$ cat config.mk
export PLATFORM = sky130hd
export DESIGN_NAME = adc_sample_sequencer
export DESIGN_NICKNAME = d
export VERILOG_FILES = /design/src/rtl/adc_seq_pkg.sv /design/src/rtl/adc_result_fifo.sv /design/src/rtl/adc_sample_sequencer.sv
export SDC_FILE = /design/constraint.sdc
export NUM_CORES = 1
export LEC_CHECK = 0
export CAP_MARGIN = 20
export CORE_ASPECT_RATIO = 1.75
export CORE_UTILIZATION = 50
export CTS_BUF_LIST = sky130_fd_sc_hd__clkbuf_16
export DETAILED_ROUTE_END_ITERATION = 7
export HOLD_SLACK_MARGIN = 0.08
export PLACE_DENSITY = 0.83
export SLEW_MARGIN = 40
export SYNTH_ARGS = -nofsm -noshare
export SYNTH_HDL_FRONTEND = slang
export SYNTH_HIERARCHICAL = 1
export SYNTH_SLANG_ARGS = --single-unit
export TNS_END_PERCENT = 1
$ cat constraint.sdc
create_clock -name clk -period 3.1 [get_ports clk]
set_clock_uncertainty 0.1 [all_clocks]
set_input_delay 0.62 -clock clk [delete_from_list [all_inputs] [get_ports clk]]
set_output_delay 0.62 -clock clk [all_outputs]
set_load 0.02 [all_outputs]
$ cat src/rtl/adc_seq_pkg.sv
// -----------------------------------------------------------------------------
// adc_seq_pkg
// Shared definitions for the ADC sample sequencer slice.
//   seq_state_e          : sequencer FSM encoding (IDLE, START, WAIT)
//   RESULT_W             : width of one ADC conversion result
//   DEFAULT_FIFO_DEPTH   : default number of buffered results
//   DEFAULT_TIMEOUT_CYC  : default watchdog limit, in cycles spent in WAIT
// -----------------------------------------------------------------------------
package adc_seq_pkg;

    localparam int RESULT_W            = 16;
    localparam int DEFAULT_FIFO_DEPTH  = 4;
    localparam int DEFAULT_TIMEOUT_CYC = 1023;

    typedef enum logic [1:0] {
        ST_IDLE  = 2'd0,
        ST_START = 2'd1,
        ST_WAIT  = 2'd2
    } seq_state_e;

endpackage

$ cat src/rtl/adc_result_fifo.sv
// -----------------------------------------------------------------------------
// adc_result_fifo
// Synchronous first-word-fall-through FIFO holding ADC results.
//   clk, rst       : clock, synchronous active-high reset (empties the FIFO)
//   push_in        : write push_data_in this cycle (ignored when full unless
//                    a pop happens in the same cycle)
//   push_data_in   : data to write
//   pop_in         : consume the head (ignored when empty)
//   head_out       : current head, forced to 0 while empty
//   valid_out      : FIFO holds at least one entry
//   full_out       : FIFO holds DEPTH entries
//   level_out      : number of occupied entries, 0..DEPTH
// -----------------------------------------------------------------------------
module adc_result_fifo
    import adc_seq_pkg::*;
#(
    parameter int DEPTH = DEFAULT_FIFO_DEPTH,
    parameter int WIDTH = RESULT_W
) (
    input  logic                     clk,
    input  logic                     rst,
    input  logic                     push_in,
    input  logic [WIDTH-1:0]         push_data_in,
    input  logic                     pop_in,
    output logic [WIDTH-1:0]         head_out,
    output logic                     valid_out,
    output logic                     full_out,
    output logic [$clog2(DEPTH):0]   level_out
);

    localparam int PTR_W = $clog2(DEPTH);
    localparam int LVL_W = PTR_W + 1;

    logic [WIDTH-1:0] mem_q [DEPTH];
    logic [PTR_W-1:0] wr_ptr_q, wr_ptr_d;
    logic [PTR_W-1:0] rd_ptr_q, rd_ptr_d;
    logic [LVL_W-1:0] level_q, level_d;
    logic             empty, full, do_push, do_pop;

    // A pop frees a slot in the same cycle, so a push into a full FIFO is
    // accepted when it coincides with a pop. Pointers wrap naturally because
    // DEPTH is a power of two; the level counter disambiguates full/empty.
    always_comb begin
        empty    = (level_q == '0);
        full     = (level_q == LVL_W'(DEPTH));
        do_pop   = pop_in && !empty;
        do_push  = push_in && (!full || do_pop);
        wr_ptr_d = do_push ? wr_ptr_q + 1'b1 : wr_ptr_q;
        rd_ptr_d = do_pop  ? rd_ptr_q + 1'b1 : rd_ptr_q;
        case ({do_push, do_pop})
            2'b10:   level_d = level_q + 1'b1;
            2'b01:   level_d = level_q - 1'b1;
            default: level_d = level_q;
        endcase
    end

    // Pointer and level registers.
    always_ff @(posedge clk) begin
        if (rst) begin
            wr_ptr_q <= '0;
            rd_ptr_q <= '0;
            level_q  <= '0;
        end else begin
            wr_ptr_q <= wr_ptr_d;
            rd_ptr_q <= rd_ptr_d;
            level_q  <= level_d;
        end
    end

    // Storage array; contents need no reset because the head is masked
    // while the FIFO is empty.
    always_ff @(posedge clk) begin
        if (!rst && do_push) begin
            mem_q[wr_ptr_q] <= push_data_in;
        end
    end

    assign head_out  = empty ? '0 : mem_q[rd_ptr_q];
    assign valid_out = !empty;
    assign full_out  = full;
    assign level_out = level_q;

endmodule

$ cat src/rtl/adc_sample_sequencer.sv
// -----------------------------------------------------------------------------
// adc_sample_sequencer
// Issues ADC start pulses (periodic or single-shot), waits for the finish
// strobe, buffers results in a FWFT FIFO and reports dropped results and
// hung conversions through sticky flags.
//   clk, rst                : clock, synchronous active-high reset
//   enable_in, period_in    : periodic mode enable and start-to-start spacing
//   single_shot_in          : one-cycle request for one conversion (IDLE only)
//   clear_flags_in          : clears overflow_out and timeout_out
//   start_conversion_out    : one-cycle registered start pulse to the ADC
//   result_in, conversion_finished_in : ADC result and its done strobe
//   data_out, data_valid_out, data_ready_in : FIFO head and handshake
//   fifo_level_out          : occupied FIFO entries
//   busy_out                : sequencer is not IDLE
//   overflow_out            : sticky, a result was dropped (FIFO full)
//   timeout_out             : sticky, a conversion was aborted by the watchdog
// -----------------------------------------------------------------------------
module adc_sample_sequencer
    import adc_seq_pkg::*;
#(
    parameter int FIFO_DEPTH  = DEFAULT_FIFO_DEPTH,
    parameter int TIMEOUT_CYC = DEFAULT_TIMEOUT_CYC
) (
    input  logic                         clk,
    input  logic                         rst,
    input  logic                         enable_in,
    input  logic                         single_shot_in,
    input  logic [15:0]                  period_in,
    input  logic                         clear_flags_in,
    output logic                         start_conversion_out,
    input  logic [RESULT_W-1:0]          result_in,
    input  logic                         conversion_finished_in,
    output logic [RESULT_W-1:0]          data_out,
    output logic                         data_valid_out,
    input  logic                         data_ready_in,
    output logic [$clog2(FIFO_DEPTH):0]  fifo_level_out,
    output logic                         busy_out,
    output logic                         overflow_out,
    output logic                         timeout_out
);

    localparam logic [15:0] WD_LAST = 16'(TIMEOUT_CYC - 1);

    seq_state_e  state_q, state_d;
    logic        start_q, start_d;
    logic [15:0] timer_q, timer_d;
    logic [15:0] wd_q, wd_d;
    logic        overflow_q, overflow_d;
    logic        timeout_q, timeout_d;

    logic        trigger, fifo_push, fifo_pop, fifo_full;
    logic        set_overflow, set_timeout;

    // Next-state logic for the sequencer, period timer and watchdog.
    // The period timer is loaded on the edge that enters START with
    // period_in-1: the trigger cycle itself is the first cycle of the period,
    // which makes consecutive START pulses exactly period_in cycles apart.
    // A finish in the last watchdog cycle still counts as a normal finish.
    always_comb begin
        trigger      = (enable_in && (timer_q == '0)) || single_shot_in;
        fifo_pop     = data_valid_out && data_ready_in;
        state_d      = state_q;
        start_d      = 1'b0;
        timer_d      = (timer_q != '0) ? timer_q - 16'd1 : '0;
        wd_d         = wd_q;
        fifo_push    = 1'b0;
        set_overflow = 1'b0;
        set_timeout  = 1'b0;
        case (state_q)
            ST_IDLE: begin
                if (trigger) begin
                    state_d = ST_START;
                    start_d = 1'b1;
                    timer_d = (period_in == '0) ? '0 : period_in - 16'd1;
                end
            end
            ST_START: begin
                state_d = ST_WAIT;
                wd_d    = '0;
            end
            ST_WAIT: begin
                if (conversion_finished_in) begin
                    state_d      = ST_IDLE;
                    fifo_push    = 1'b1;
                    set_overflow = fifo_full && !fifo_pop;
                end else if (wd_q == WD_LAST) begin
                    state_d     = ST_IDLE;
                    set_timeout = 1'b1;
                    wd_d        = '0;
                end else begin
                    wd_d = wd_q + 16'd1;
                end
            end
            default: state_d = ST_IDLE;
        endcase
        // A set event in the same cycle as a clear keeps the flag high.
        overflow_d = set_overflow || (overflow_q && !clear_flags_in);
        timeout_d  = set_timeout  || (timeout_q  && !clear_flags_in);
    end

    // All sequencer state registers, including the registered start pulse.
    always_ff @(posedge clk) begin
        if (rst) begin
            state_q    <= ST_IDLE;
            start_q    <= 1'b0;
            timer_q    <= '0;
            wd_q       <= '0;
            overflow_q <= 1'b0;
            timeout_q  <= 1'b0;
        end else begin
            state_q    <= state_d;
            start_q    <= start_d;
            timer_q    <= timer_d;
            wd_q       <= wd_d;
            overflow_q <= overflow_d;
            timeout_q  <= timeout_d;
        end
    end

    adc_result_fifo #(
        .DEPTH (FIFO_DEPTH),
        .WIDTH (RESULT_W)
    ) u_fifo (
        .clk          (clk),
        .rst          (rst),
        .push_in      (fifo_push),
        .push_data_in (result_in),
        .pop_in       (fifo_pop),
        .head_out     (data_out),
        .valid_out    (data_valid_out),
        .full_out     (fifo_full),
        .level_out    (fifo_level_out)
    );

    assign start_conversion_out = start_q;
    assign busy_out             = (state_q != ST_IDLE);
    assign overflow_out         = overflow_q;
    assign timeout_out          = timeout_q;

endmodule
==> impl_metrics.tcl <==
set metrics [dict create \
    hold_viol_final 0 \
    synthTopCellsByArea "edfxtp_1 36%, dfxtp_1 17%, mux4_2 5.1%" \
    path_clk_slew_ns 0.07 \
    timing.rr.end "u_fifo/mem_q[2][6]" \
    finalMaxSlewViolations 0 \
    wire_per_inst_um 16.8 \
    grt_pass1_wl_mm 17.7 \
    yosysSeqAreaShare_pct 53.8 \
    cp.depth 4 \
    period_share_pct 96.3 \
    antenna_left 0 \
    cp.required_ns 2.38 \
    synth_nets 482 \
    pre_cts_ws_ns 0.0827 \
    gp_congestion 0.853 \
    synth_edf_count 64 \
    clkLatencyLatePin_ns 0.34 \
    h-tree-depth 3 \
    post_cts_buffers 0 \
    die_h_um 138 \
    dieArea_sq_um 11000 \
    grt_max_degree 22 \
    coreArea_sq_um 10300 \
    setup_viol 0 \
    grt_antenna_before_repair 0 \
    area_growth_pct 19.4 \
    nFillCells 830 \
    cts_resized 0 \
    dp_hpwl_mm 7.70 \
    dr.pass1.iters 4 \
    cts_root_buf "clkbuf_16" \
    leakage_nw 2.16 \
    finalInstanceArea_sq_um 6310 \
    grt_use_total_pct 20.9 \
    clk_path_buf_depth 2 \
    yosysUniqueCellTypes 66 \
    path_class "reg -> out" \
    rows 49 \
    final_nets 550 \
    port_buffers 62 \
    peakVddDrop_uv 353 \
    power_density_nw_per_um2 509 \
    crit_chain "buf_4, mux4_1, and2_1, clkdlybuf4s50_1" \
    cp_data_arrival_time_ns 2.27 \
    synth_top_cell_area_share_pct 36.4 \
    grt_overflow 0 \
    drt_wl_total_mm 10.7 \
    start_util_pct 51.3 \
    die_w_um 79.7 \
    synth.avg_cell_area_sq_um 12.2 \
    timing.fmax_mhz 335 \
    yosysMostFrequentCell "edfxtp_1" \
    synth_area_sq_um 5290 \
    r2r_slack_ns 0.58 \
    drt_iter0_drc 208 \
    io_pins 63 \
    synth-warning-count 6 \
    num_antenna_cells 0 \
    slowest_stage "mux4_1" \
    cts_tree "done" \
    vias_per_cell 5.74 \
    post-synth-top-area-cell "edfxtp_1" \
    critical_path_buf_inv_count 2 \
    status "complete, no violations" \
    via_count 3637 \
    holdBufCountCts 0 \
    crit_family "buffers and inverters" \
    cap_violations 0 \
    finalWorstSetupSlack_ns 0.113 \
    crit_path_max_incr_delay_ns 0.58 \
    place_area_sq_um 6030 \
    r2r_cells 8 \
    ys_ff_latch 110 \
    min_path_type "reg -> reg" \
    numCtsBuffers 9 \
    rsz0062_at_grt "false" \
    tns_ns 0 \
    crit_end "data_out[11]" \
    async_flop_share_pct 0 \
    synthCells 434 \
    cts_sinks 110 \
    power_w 0.00321 \
    yosys-top-cells-count "64 x edfxtp_1, 46 x dfxtp_1, 46 x nor2_1, 23 x and2_1, 17 x xnor2_1" \
    min_period_ns 2.99 \
    regToRegStartpoint "u_fifo/level_out[1]" \
    synth_ff_type "edfxtp_1" \
    cp_max_fo 16 \
    crit_path_start_kind "register" \
    hold_ws_ns 0.372 \
    tightest_slew_ns 0.696 \
    drive_above_1_share_pct 13.2 \
    grt_pass1_vias 3780 \
    slew_headroom_pct 53.0 \
    route.detailed.drc 0 \
    cp-end-kind "output port" \
]
==> registers in the layout, summed over array words and instances, names as in the netlist, named ones only <==
name and count:
overflow_out 1, u_fifo/level_out 3, u_fifo/wr_ptr_q 2, start_conversion_out 1, state_q 2, timeout_out 1, u_fifo/mem_q 64, wd_q 16
timer_q 16, u_fifo/rd_ptr_q 2
==> final cells by class <==
| type | instances | area, sq um | share of cell area (%) |
|---|---|---|---|
| sequential | 110 | 2840 | 45.0 |
| multi-input combinational | 291 | 2260 | 35.8 |
| tap | 127 | 159 | 2.52 |
| inverter | 16 | 60.1 | 0.952 |
| timing repair buffer | 74 | 711 | 11.3 |
| clock buffer | 9 | 225 | 3.57 |
| clock inverter | 7 | 56.3 | 0.892 |
==> cells by family after synthesis <==
logic type | after synthesis | synth area share, %
simple gates | 174 | 18.6
compound gates | 56 | 8.36
buf+inv | 33 | 3.53
mux | 23 | 8.50
flops | 110 | 53.8
fa+ha+maj | 9 | 2.27
xor+xnor | 29 | 4.95
==> where the power goes <==
part	switching [W]	internal, W	leakage (nW)
Clock	0.000526	0.000558	0.138
Combinational	0.000260	0.000226	1.07
Sequential	0.0000471	0.00159	0.950
==> how the worst min path moves through the flow <==
stage,endpoint,start,cells after the start,slack [ns]
after detailed placement,timer_q[0],timer_q[0],1,0.36
after CTS,timer_q[0],timer_q[0],1,0.38
after global routing,timer_q[0],timer_q[0],1,0.39
after global placement,timer_q[0],timer_q[0],1,0.36
final,timer_q[0],timer_q[0],1,0.37
after floorplan,timer_q[0],timer_q[0],1,0.33
==> per-stage QoR <==
| stage | util, % | instances |
|---|---|---|
| floorplan | - | 434 |
| global placement | 58.5 | 618 |
| detailed placement | 58.5 | 618 |
| CTS | 61.3 | 634 |
| global route | 61.3 | 634 |
| finish | 61.3 | 634 |
==> worst register-to-register path: stages (launching register included) <==
cell	delay (ns)
dfxtp_1	0.42
or3_4	0.56
nand2_1	0.13
inv_1	0.06
buf_4	0.17
o41ai_4	0.30
nor2_1	0.13
and2_1	0.18
buf_4	0.21
==> cells in the final DEF, fill, tap and decap left out, types with 2 or more instances in the layout <==
cell type,Yosys,layout
a211oi_1,3,3
a21o_1,4,4
a21oi_1,12,12
a22o_1,4,4
a31oi_1,2,2
and2_1,23,23
and3_1,5,5
and4_1,2,2
buf_4,1,12
clkbuf_16,0,9
clkdlybuf4s50_1,0,62
dfxtp_1,46,46
edfxtp_1,64,64
ha_1,8,8
inv_1,15,15
inv_6,0,2
inv_8,0,2
mux2_2,3,3
mux2i_1,4,4
mux4_1,4,4
mux4_2,12,12
nand2_1,16,16
nand2b_1,6,6
nand3_1,14,14
nand4_1,5,5
nor2_1,46,46
nor2b_1,4,4
nor3_1,16,16
nor4_1,6,6
nor4b_1,3,3
o211ai_1,2,2
o21ai_0,6,6
o22ai_1,6,6
o22ai_2,7,7
or2_2,3,3
or3_1,6,6
or3b_2,2,2
or4_1,5,5
xnor2_1,17,17
xor2_1,11,11
==> routing by layer <==
layer	global-route usage [%]	vias up	part of all wire (%)
li1	-	1745	-
met1	22.8	1791	39
met2	38.3	89	56
met3	4.16	12	3.3
met4	8.23	0	1.4
met5	0	-	0
Power figures use the tool's default switching activity.
